[config.mk]
export PLATFORM = sky130hd
export DESIGN_NAME = sbox_gf2p8_pipe
export DESIGN_NICKNAME = d
export VERILOG_FILES = /design/src/rtl/sbox_gf2p8_pipe.sv
export SDC_FILE = /design/constraint.sdc
export NUM_CORES = 1
export LEC_CHECK = 0
export CAP_MARGIN = 10
export CORE_MARGIN = 2
export CORE_UTILIZATION = 50
export CTS_CLUSTER_SIZE = 30
export DETAILED_ROUTE_END_ITERATION = 10
export HOLD_SLACK_MARGIN = 0.05
export PLACE_DENSITY = 0.69
export SLEW_MARGIN = 20
export SYNTH_ARGS = -nofsm -noshare
export SYNTH_HDL_FRONTEND = slang
export SYNTH_SLANG_ARGS = --single-unit
[constraint.sdc]
create_clock -name clk -period 5.7 [get_ports clk]
set_input_delay 1.14 -clock clk [delete_from_list [all_inputs] [get_ports clk]]
set_output_delay 1.14 -clock clk [all_outputs]
set_load 0.1 [all_outputs]
[src/rtl/sbox_gf2p8_pipe.sv]
// AES S-box / inverse S-box over GF(((2^2)^2)^2), 4-stage valid/ready pipeline, 4-cycle latency, 1 byte/cycle.
// Each stage advances when empty or when the stage after it advances, so bubbles collapse under output stall.
module sbox_gf2p8_pipe #(
    parameter int ENABLE_INV = 1,
    parameter int STAGES     = 4
) (
    input  logic       clk,
    input  logic       rst,
    input  logic       in_valid,
    output logic       in_ready,
    input  logic [7:0] in_byte,
    input  logic       in_inv,
    output logic       out_valid,
    input  logic       out_ready,
    output logic [7:0] out_byte,
    output logic       busy
);

    generate
        if (STAGES != 4) begin : g_bad_stages
            $error("sbox_gf2p8_pipe: STAGES must be 4");
        end
    endgenerate

    // GF(2^2): poly basis {W,1}, W^2 = W + 1
    function automatic logic [1:0] gf4_mul(input logic [1:0] a, input logic [1:0] b);
        return {(a[1] & b[1]) ^ (a[1] & b[0]) ^ (a[0] & b[1]), (a[1] & b[1]) ^ (a[0] & b[0])};
    endfunction

    function automatic logic [1:0] gf4_sq(input logic [1:0] a);
        return {a[1], a[1] ^ a[0]};
    endfunction

    function automatic logic [1:0] gf4_mul_phi(input logic [1:0] a);
        return {a[1] ^ a[0], a[1]};
    endfunction

    // GF(2^4) over GF(2^2): Y^2 = Y + phi, phi = W
    function automatic logic [3:0] gf16_mul(input logic [3:0] a, input logic [3:0] b);
        logic [1:0] hh;
        hh = gf4_mul(a[3:2], b[3:2]);
        return {hh ^ gf4_mul(a[3:2], b[1:0]) ^ gf4_mul(a[1:0], b[3:2]),
                gf4_mul_phi(hh) ^ gf4_mul(a[1:0], b[1:0])};
    endfunction

    function automatic logic [3:0] gf16_inv(input logic [3:0] a);
        logic [1:0] d;
        logic [1:0] di;
        d  = gf4_mul_phi(gf4_sq(a[3:2])) ^ gf4_mul(a[3:2], a[1:0]) ^ gf4_sq(a[1:0]);
        di = gf4_sq(d);
        return {gf4_mul(a[3:2], di), gf4_mul(a[3:2] ^ a[1:0], di)};
    endfunction

    // GF(2^8) over GF(2^4): Z^2 = Z + lambda
    function automatic logic [7:0] gf256_mul(input logic [7:0] a, input logic [7:0] b, input logic [3:0] lam);
        logic [3:0] hh;
        hh = gf16_mul(a[7:4], b[7:4]);
        return {hh ^ gf16_mul(a[7:4], b[3:0]) ^ gf16_mul(a[3:0], b[7:4]),
                gf16_mul(lam, hh) ^ gf16_mul(a[3:0], b[3:0])};
    endfunction

    // Smallest lambda with no root of z^2 + z + lambda in GF(2^4)
    function automatic logic [3:0] find_lambda();
        logic [3:0] r;
        logic [3:0] z4;
        logic [3:0] l4;
        logic       hit;
        r = 4'h0;
        for (int l = 15; l >= 1; l--) begin
            l4  = l[3:0];
            hit = 1'b0;
            for (int z = 0; z < 16; z++) begin
                z4 = z[3:0];
                if ((gf16_mul(z4, z4) ^ z4) == l4) hit = 1'b1;
            end
            if (!hit) r = l4;
        end
        return r;
    endfunction

    function automatic logic [7:0] lin_map(input logic [63:0] cols, input logic [7:0] x);
        logic [7:0] r;
        r = 8'h00;
        for (int i = 0; i < 8; i++) begin
            if (x[i]) r = r ^ cols[i*8 +: 8];
        end
        return r;
    endfunction

    // Isomorphism columns: AES x^i -> beta^i, beta a tower root of x^8+x^4+x^3+x+1
    function automatic logic [63:0] build_map(input logic [3:0] lam);
        logic [63:0] cols;
        logic [7:0]  b;
        logic [7:0]  p;
        logic [7:0]  acc;
        logic        found;
        cols  = '0;
        found = 1'b0;
        for (int c = 2; c < 256; c++) begin
            if (!found) begin
                b   = c[7:0];
                p   = 8'h01;
                acc = 8'h00;
                for (int i = 0; i <= 8; i++) begin
                    if (i == 0 || i == 1 || i == 3 || i == 4 || i == 8) acc = acc ^ p;
                    if (i < 8) cols[i*8 +: 8] = p;
                    p = gf256_mul(p, b, lam);
                end
                if (acc == 8'h00) found = 1'b1;
            end
        end
        return cols;
    endfunction

    function automatic logic [63:0] build_unmap(input logic [63:0] cols);
        logic [63:0] ucols;
        logic [7:0]  e;
        logic [7:0]  a8;
        ucols = '0;
        for (int j = 0; j < 8; j++) begin
            e = 8'h01 << j;
            for (int a = 1; a < 256; a++) begin
                a8 = a[7:0];
                if (lin_map(cols, a8) == e) ucols[j*8 +: 8] = a8;
            end
        end
        return ucols;
    endfunction

    localparam logic [3:0]  LAMBDA = find_lambda();
    localparam logic [63:0] MAP    = build_map(LAMBDA);
    localparam logic [63:0] UNMAP  = build_unmap(MAP);

    function automatic logic [7:0] fwd_affine(input logic [7:0] b);
        return b ^ {b[6:0], b[7]} ^ {b[5:0], b[7:6]} ^ {b[4:0], b[7:5]} ^ {b[3:0], b[7:4]} ^ 8'h63;
    endfunction

    function automatic logic [7:0] inv_affine(input logic [7:0] s);
        return {s[6:0], s[7]} ^ {s[4:0], s[7:5]} ^ {s[1:0], s[7:2]} ^ 8'h05;
    endfunction

    logic       v1, v2, v3, v4;
    logic       m1, m2, m3;
    logic [3:0] ah1, al1, d2, ah2, al2, di3, ah3, al3;
    logic [7:0] out_q;
    logic       adv2, adv3, adv4;
    logic       mode_in;
    logic [7:0] s1_map, s4_raw, s4_res;
    logic [3:0] s2_d, s3_di;

    assign adv4     = !v4 || out_ready;
    assign adv3     = !v3 || adv4;
    assign adv2     = !v2 || adv3;
    assign in_ready = !v1 || adv2;

    assign mode_in = (ENABLE_INV != 0) ? in_inv : 1'b0;
    assign s1_map  = lin_map(MAP, mode_in ? inv_affine(in_byte) : in_byte);
    assign s2_d    = gf16_mul(LAMBDA, gf16_mul(ah1, ah1)) ^ gf16_mul(ah1 ^ al1, al1);
    assign s3_di   = gf16_inv(d2);
    assign s4_raw  = lin_map(UNMAP, {gf16_mul(ah3, di3), gf16_mul(ah3 ^ al3, di3)});
    assign s4_res  = m3 ? s4_raw : fwd_affine(s4_raw);

    always_ff @(posedge clk) begin
        if (rst) begin
            {v1, v2, v3, v4} <= 4'b0000;
            {m1, m2, m3}     <= 3'b000;
            {ah1, al1, d2, ah2, al2, di3, ah3, al3} <= '0;
            out_q <= 8'h00;
        end else begin
            if (in_ready) begin
                v1 <= in_valid;
                if (in_valid) begin
                    m1         <= mode_in;
                    {ah1, al1} <= s1_map;
                end
            end
            if (adv2) begin
                v2 <= v1;
                if (v1) begin
                    m2  <= m1;
                    d2  <= s2_d;
                    ah2 <= ah1;
                    al2 <= al1;
                end
            end
            if (adv3) begin
                v3 <= v2;
                if (v2) begin
                    m3  <= m2;
                    di3 <= s3_di;
                    ah3 <= ah2;
                    al3 <= al2;
                end
            end
            if (adv4) begin
                v4 <= v3;
                if (v3) out_q <= s4_res;
            end
        end
    end

    assign out_valid = v4;
    assign out_byte  = out_q;
    assign busy      = v1 | v2 | v3 | v4;

endmodule

Word level (Yosys, flattened, before mapping)

Cells that the tools add are included.

Bits in registers: 47
Logic and storage cells: 223
Bits of input ports: 13
Output and inout port bits: 11

Muxes and demuxes: 18
Bitwise gates (word level): 177
Reductions and logical operators: 12

Operator list:

| kind                                  | count |
|---|---|
| two-way mux 8 bit                     | 9 |
| bitwise XOR 1 bit                     | 67 |
| AND 1 bit                             | 66 |
| bitwise XOR 8 bit                     | 6 |
| two-way mux 7 bit                     | 6 |
| bitwise XOR 2 bit                     | 16 |
| inverter 4 bit                        | 6 |
| inverter 6 bit                        | 2 |
| bitwise XOR 4 bit                     | 3 |
| inverter 3 bit                        | 3 |
| AND reduction 2 bit                   | 4 |
| inverter 7 bit                        | 1 |
| inverter 2 bit                        | 3 |
| inverter 5 bit (first input constant) | 1 |
| zero test 1 bit                       | 4 |
| logical OR 1 bit                      | 4 |
| bitwise OR 1 bit                      | 3 |
| two-way mux 1 bit                     | 2 |
| two-way mux 2 bit                     | 1 |

Logic depth before layout (Yosys ltp)

Depth after elaboration: 26
Mapped depth: 9
Mapped depth without buffers: 9

Least setup slack after synthesis

OpenSTA, ideal clock, no wires.

Path type: input -> output
Start: input out_ready
End: output in_ready
Arrival: 2.436 ns
Data required time: 4.560 ns
Path slack: 2.124 ns
Path buffers: 1
Cell stages on the path: 3
Cell sequence: nor2b_1 > clkbuf_1 > nand4_1

Cells in the longest elaborated chain, start to end: 4

Ends and longest elaborated chain:

| what             | RTL line | text |
|---|---|---|
| from (decl)      | 14       | `input logic out_ready,` |
| logical OR 1 bit | 151      | `assign adv4 = !v4 \|\| out_ready;` |
| logical OR 1 bit | 152      | `assign adv3 = !v3 \|\| adv4;` |
| logical OR 1 bit | 153      | `assign adv2 = !v2 \|\| adv3;` |
| logical OR 1 bit | 154      | `assign in_ready = !v1 \|\| adv2;` |
| to (decl)        | 10       | `output logic in_ready,` |

Every way passes these cells.

Worst setup path after layout

Same ends and word-level chain as after synthesis.

==> impl_metrics.env <==
export IMPL_synth_top_area_frac=0.254
export IMPL_final_nets=481
export IMPL_seq_area_sq_um=941
export IMPL_max_stage_delay_ns=1.03
export IMPL_n_antenna_cell=0
export IMPL_arrival_ns=3.22
export IMPL_place_congestion=0.829
export IMPL_rsz0062_at_grt="false"
export IMPL_initial_core_util=0.514
export IMPL_crit_cells=4
export IMPL_grt_pass1_wl_um=12600
export IMPL_worstPathRequired_ns=4.56
export IMPL_post_drt_wl_per_cell_um=12.8
export IMPL_grtUsageMet1=0.239
export IMPL_crit_slowest_cell="clkdlybuf4s50_1"
export IMPL_finalHoldViolations=0
export IMPL_cts_sinks=47
export IMPL_cts_buffer_depth=2
export IMPL_drv_slew=0
export IMPL_p_comb_frac=0.330
export IMPL_viasPerCell=5.17
export IMPL_dr_pass1_iters=4
export IMPL_ys_seq_area_frac=0.254
export IMPL_antenna_found_initial=0
export IMPL_synth_top_cells_by_count="nand2_1, xnor2_1, dfxtp_1"
export IMPL_grt_max_degree=50
export IMPL_syn_to_final_growth_pct=9.66
export IMPL_post_route_period_util=0.764
export IMPL_syn_nets=477
export IMPL_yosys_warnings=0
export IMPL_cts_hold_buf=0
export IMPL_cts_resized=0
export IMPL_crit_end="in_ready"
export IMPL_outcome="complete, no violations"
export IMPL_numPortBuffers=23
export IMPL_syn_avg_cell_area_sq_um=8.12
export IMPL_worstHoldPathCells=2
export IMPL_htree_levels=2
export IMPL_crit_chain="clkdlybuf4s50_1, nor2b_1, nand4_1, clkdlybuf4s50_1"
export IMPL_grt_pass1_vias=2749
export IMPL_cts_tree="done"
export IMPL_seqPwrFrac=0.404
export IMPL_intPower_mw=0.633
export IMPL_grt_overflow_total=0
export IMPL_via_count=2895
export IMPL_critPathTopFamily="buffers and inverters"
export IMPL_synth_main_ff_cell="dfxtp_1"
export IMPL_switching_share=0.329
export IMPL_critPathMostFrequentCell="clkdlybuf4s50_1"
export IMPL_max_freq_mhz=230
export IMPL_p_leak_nw=1.44
export IMPL_worst_path_max_fanout=8
export IMPL_final_layout_size_suffix_gt1_frac=0.0542
export IMPL_fillCellCount=707
export IMPL_synthCells=456
export IMPL_worstSkewPairLatency_ns=0.30
export IMPL_gr_usage_met3=0.0251
export IMPL_finClkSkew_ns=0.0133
export IMPL_die_area_sq_um=8110
export IMPL_cts_buffers=5
export IMPL_drtAntennaViolNets=0
export IMPL_tightest_slew_ns=1.08
export IMPL_syn_area_sq_um=3700
export IMPL_power_frac_clock=0.266
export IMPL_routed_wirelength_um=7190
export IMPL_grt_usage=0.182
export IMPL_vdd_drop_max_v=0.000197
export IMPL_synth_edf_count=0
export IMPL_ys_types=50
export IMPL_fin_hold_ws_ns=0.444
export IMPL_io_pins=24
export IMPL_total_power_mw=0.945
export IMPL_worst_r2r_endpoint="out_byte[3]"
export IMPL_dp_hpwl_um=5460
export IMPL_drc=0
export IMPL_worst_path_buf_inv=2
export IMPL_r2r_start="di3[2]"
export IMPL_finalSetupTns_ns=0
export IMPL_ys_ff_latch=47
export IMPL_synth_top_area_cell="dfxtp_1"
export IMPL_startpoint_type="input pin"
export IMPL_drv_cap=0
export IMPL_die_h_um=90.1
export IMPL_drtIter0Drc=122
export IMPL_multi_input_comb_area_sq_um=2600
export IMPL_rows=31
export IMPL_post_cts_buffers=0
export IMPL_die_x_um=90.1
export IMPL_endpoint_kind="output port"
export IMPL_grt_busiest_layer="met2"
export IMPL_setup_viol=0
export IMPL_synth_most_common_cell="nand2_1"
export IMPL_reg2regPathDepth=8
export IMPL_core_area_sq_um=7210
export IMPL_regToRegSetupSlack_ns=2.57
export IMPL_path_clk_slew_ns=0.10
export IMPL_cts_root_buf="clkbuf_8"
export IMPL_slew_headroom=0.274
export IMPL_async_flop_share=0
export IMPL_power_switching_mw=0.311
export IMPL_period_needed_ns=4.36
export IMPL_hold_class="flop to flop"
export IMPL_synthTopCellsByArea="dfxtp_1, xnor2_1, nand2_1"
export IMPL_gr_usage_met2=0.315
export IMPL_cp_startpoint="out_ready"
export IMPL_path_class="input pin to output port"
export IMPL_power_density_nw_per_um2=232
-- power groups by stage --
stage | logic (mW) | clock network (mW) | registers [mW]
floorplan | 0.258 | 0 | 0.387
global placement | 0.306 | 0 | 0.388
detailed placement | 0.314 | 0 | 0.389
CTS | 0.316 | 0.255 | 0.381
global route | 0.345 | 0.270 | 0.386
finish | 0.312 | 0.251 | 0.381
-- area by class of cell --
| class | count | area share |
|---|---|---|
| clock buffers | 5 | 0.0169 |
| clock inverters | 3 | 0.0117 |
| well taps | 99 | 0.0305 |
| repair buffers | 24 | 0.0585 |
| flip-flops and latches | 47 | 0.232 |
| multi-input cells | 370 | 0.640 |
| inverters | 12 | 0.0111 |
-- worst reg2reg max path, cell delays in order, from the launching register on --
cell and delay, ns:
dfxtp_1 0.61, nor2b_1 0.41, a21oi_1 0.09, o22ai_1 0.20, xor2_1 0.40, xor2_1 0.45, xnor3_1 0.47, mux2_2 0.29
o22ai_2 0.14
-- registers in the layout, summed over array words and instances, names as in the netlist --
signal,cells
ah1,4
ah2,4
ah3,4
al1,4
al2,4
al3,4
d2,4
di3,4
m1,1
m2,1
m3,1
out_byte,8
out_valid,1
v1,1
v2,1
v3,1
-- how the worst min path moves through the flow --
stage / startpoint / to
after CTS: m2 / m3
final: m2 / m3
after detailed placement: m2 / m3
after global placement: m2 / m3
after floorplan: m1 / m2
after global routing: ah2[0] / ah3[0]
-- routing by layer --
| metal | up-vias | part of all wire | wire, um |
|---|---|---|---|
| met5 | - | 0 | 0 |
| met4 | 0 | 0.013 | 93 |
| met3 | 10 | 0.020 | 142 |
| met2 | 32 | 0.48 | 3480 |
| met1 | 1324 | 0.48 | 3470 |
| li1 | 1529 | - | - |
-- cell families (layout without fill, tap and decap cells) --
logic type / Yosys count / count (layout) / synth area share
multiplexers: 15 / 15 / 0.0419
buffers and inverters: 39 / 44 / 0.0446
flip-flops: 47 / 47 / 0.254
AND/OR/NAND/NOR: 161 / 161 / 0.197
AO/OA/AOI/OAI: 78 / 78 / 0.138
adder cells (fa/ha/maj): 8 / 8 / 0.0270
XOR/XNOR: 108 / 108 / 0.298
-- layout by cell type, fill, tap and decap left out, types with 10 or more instances in the layout --
cell / count
nor2b_1: 15
mux2i_1: 11
dfxtp_1: 47
a21oi_1: 39
nor2_1: 27
nand2_1: 87
xnor2_1: 71
nand2b_1: 11
a211oi_1: 10
inv_1: 12
clkdlybuf4s50_1: 23
xor2_1: 24
-- stage by stage --
stage          area [sq um]  utilization  worst slack [ns]  cells
2_1_floorplan          3700            -              2.12    456
3_3_place_gp           3950        0.547              1.37    552
3_5_place_dp           3950        0.547              1.35    552
4_1_cts                4060        0.563              1.31    560
5_1_grt                4060        0.563              1.21    560
6_report               4060        0.563              1.34    560
No activity file was read; power rests on OpenSTA's default activity.
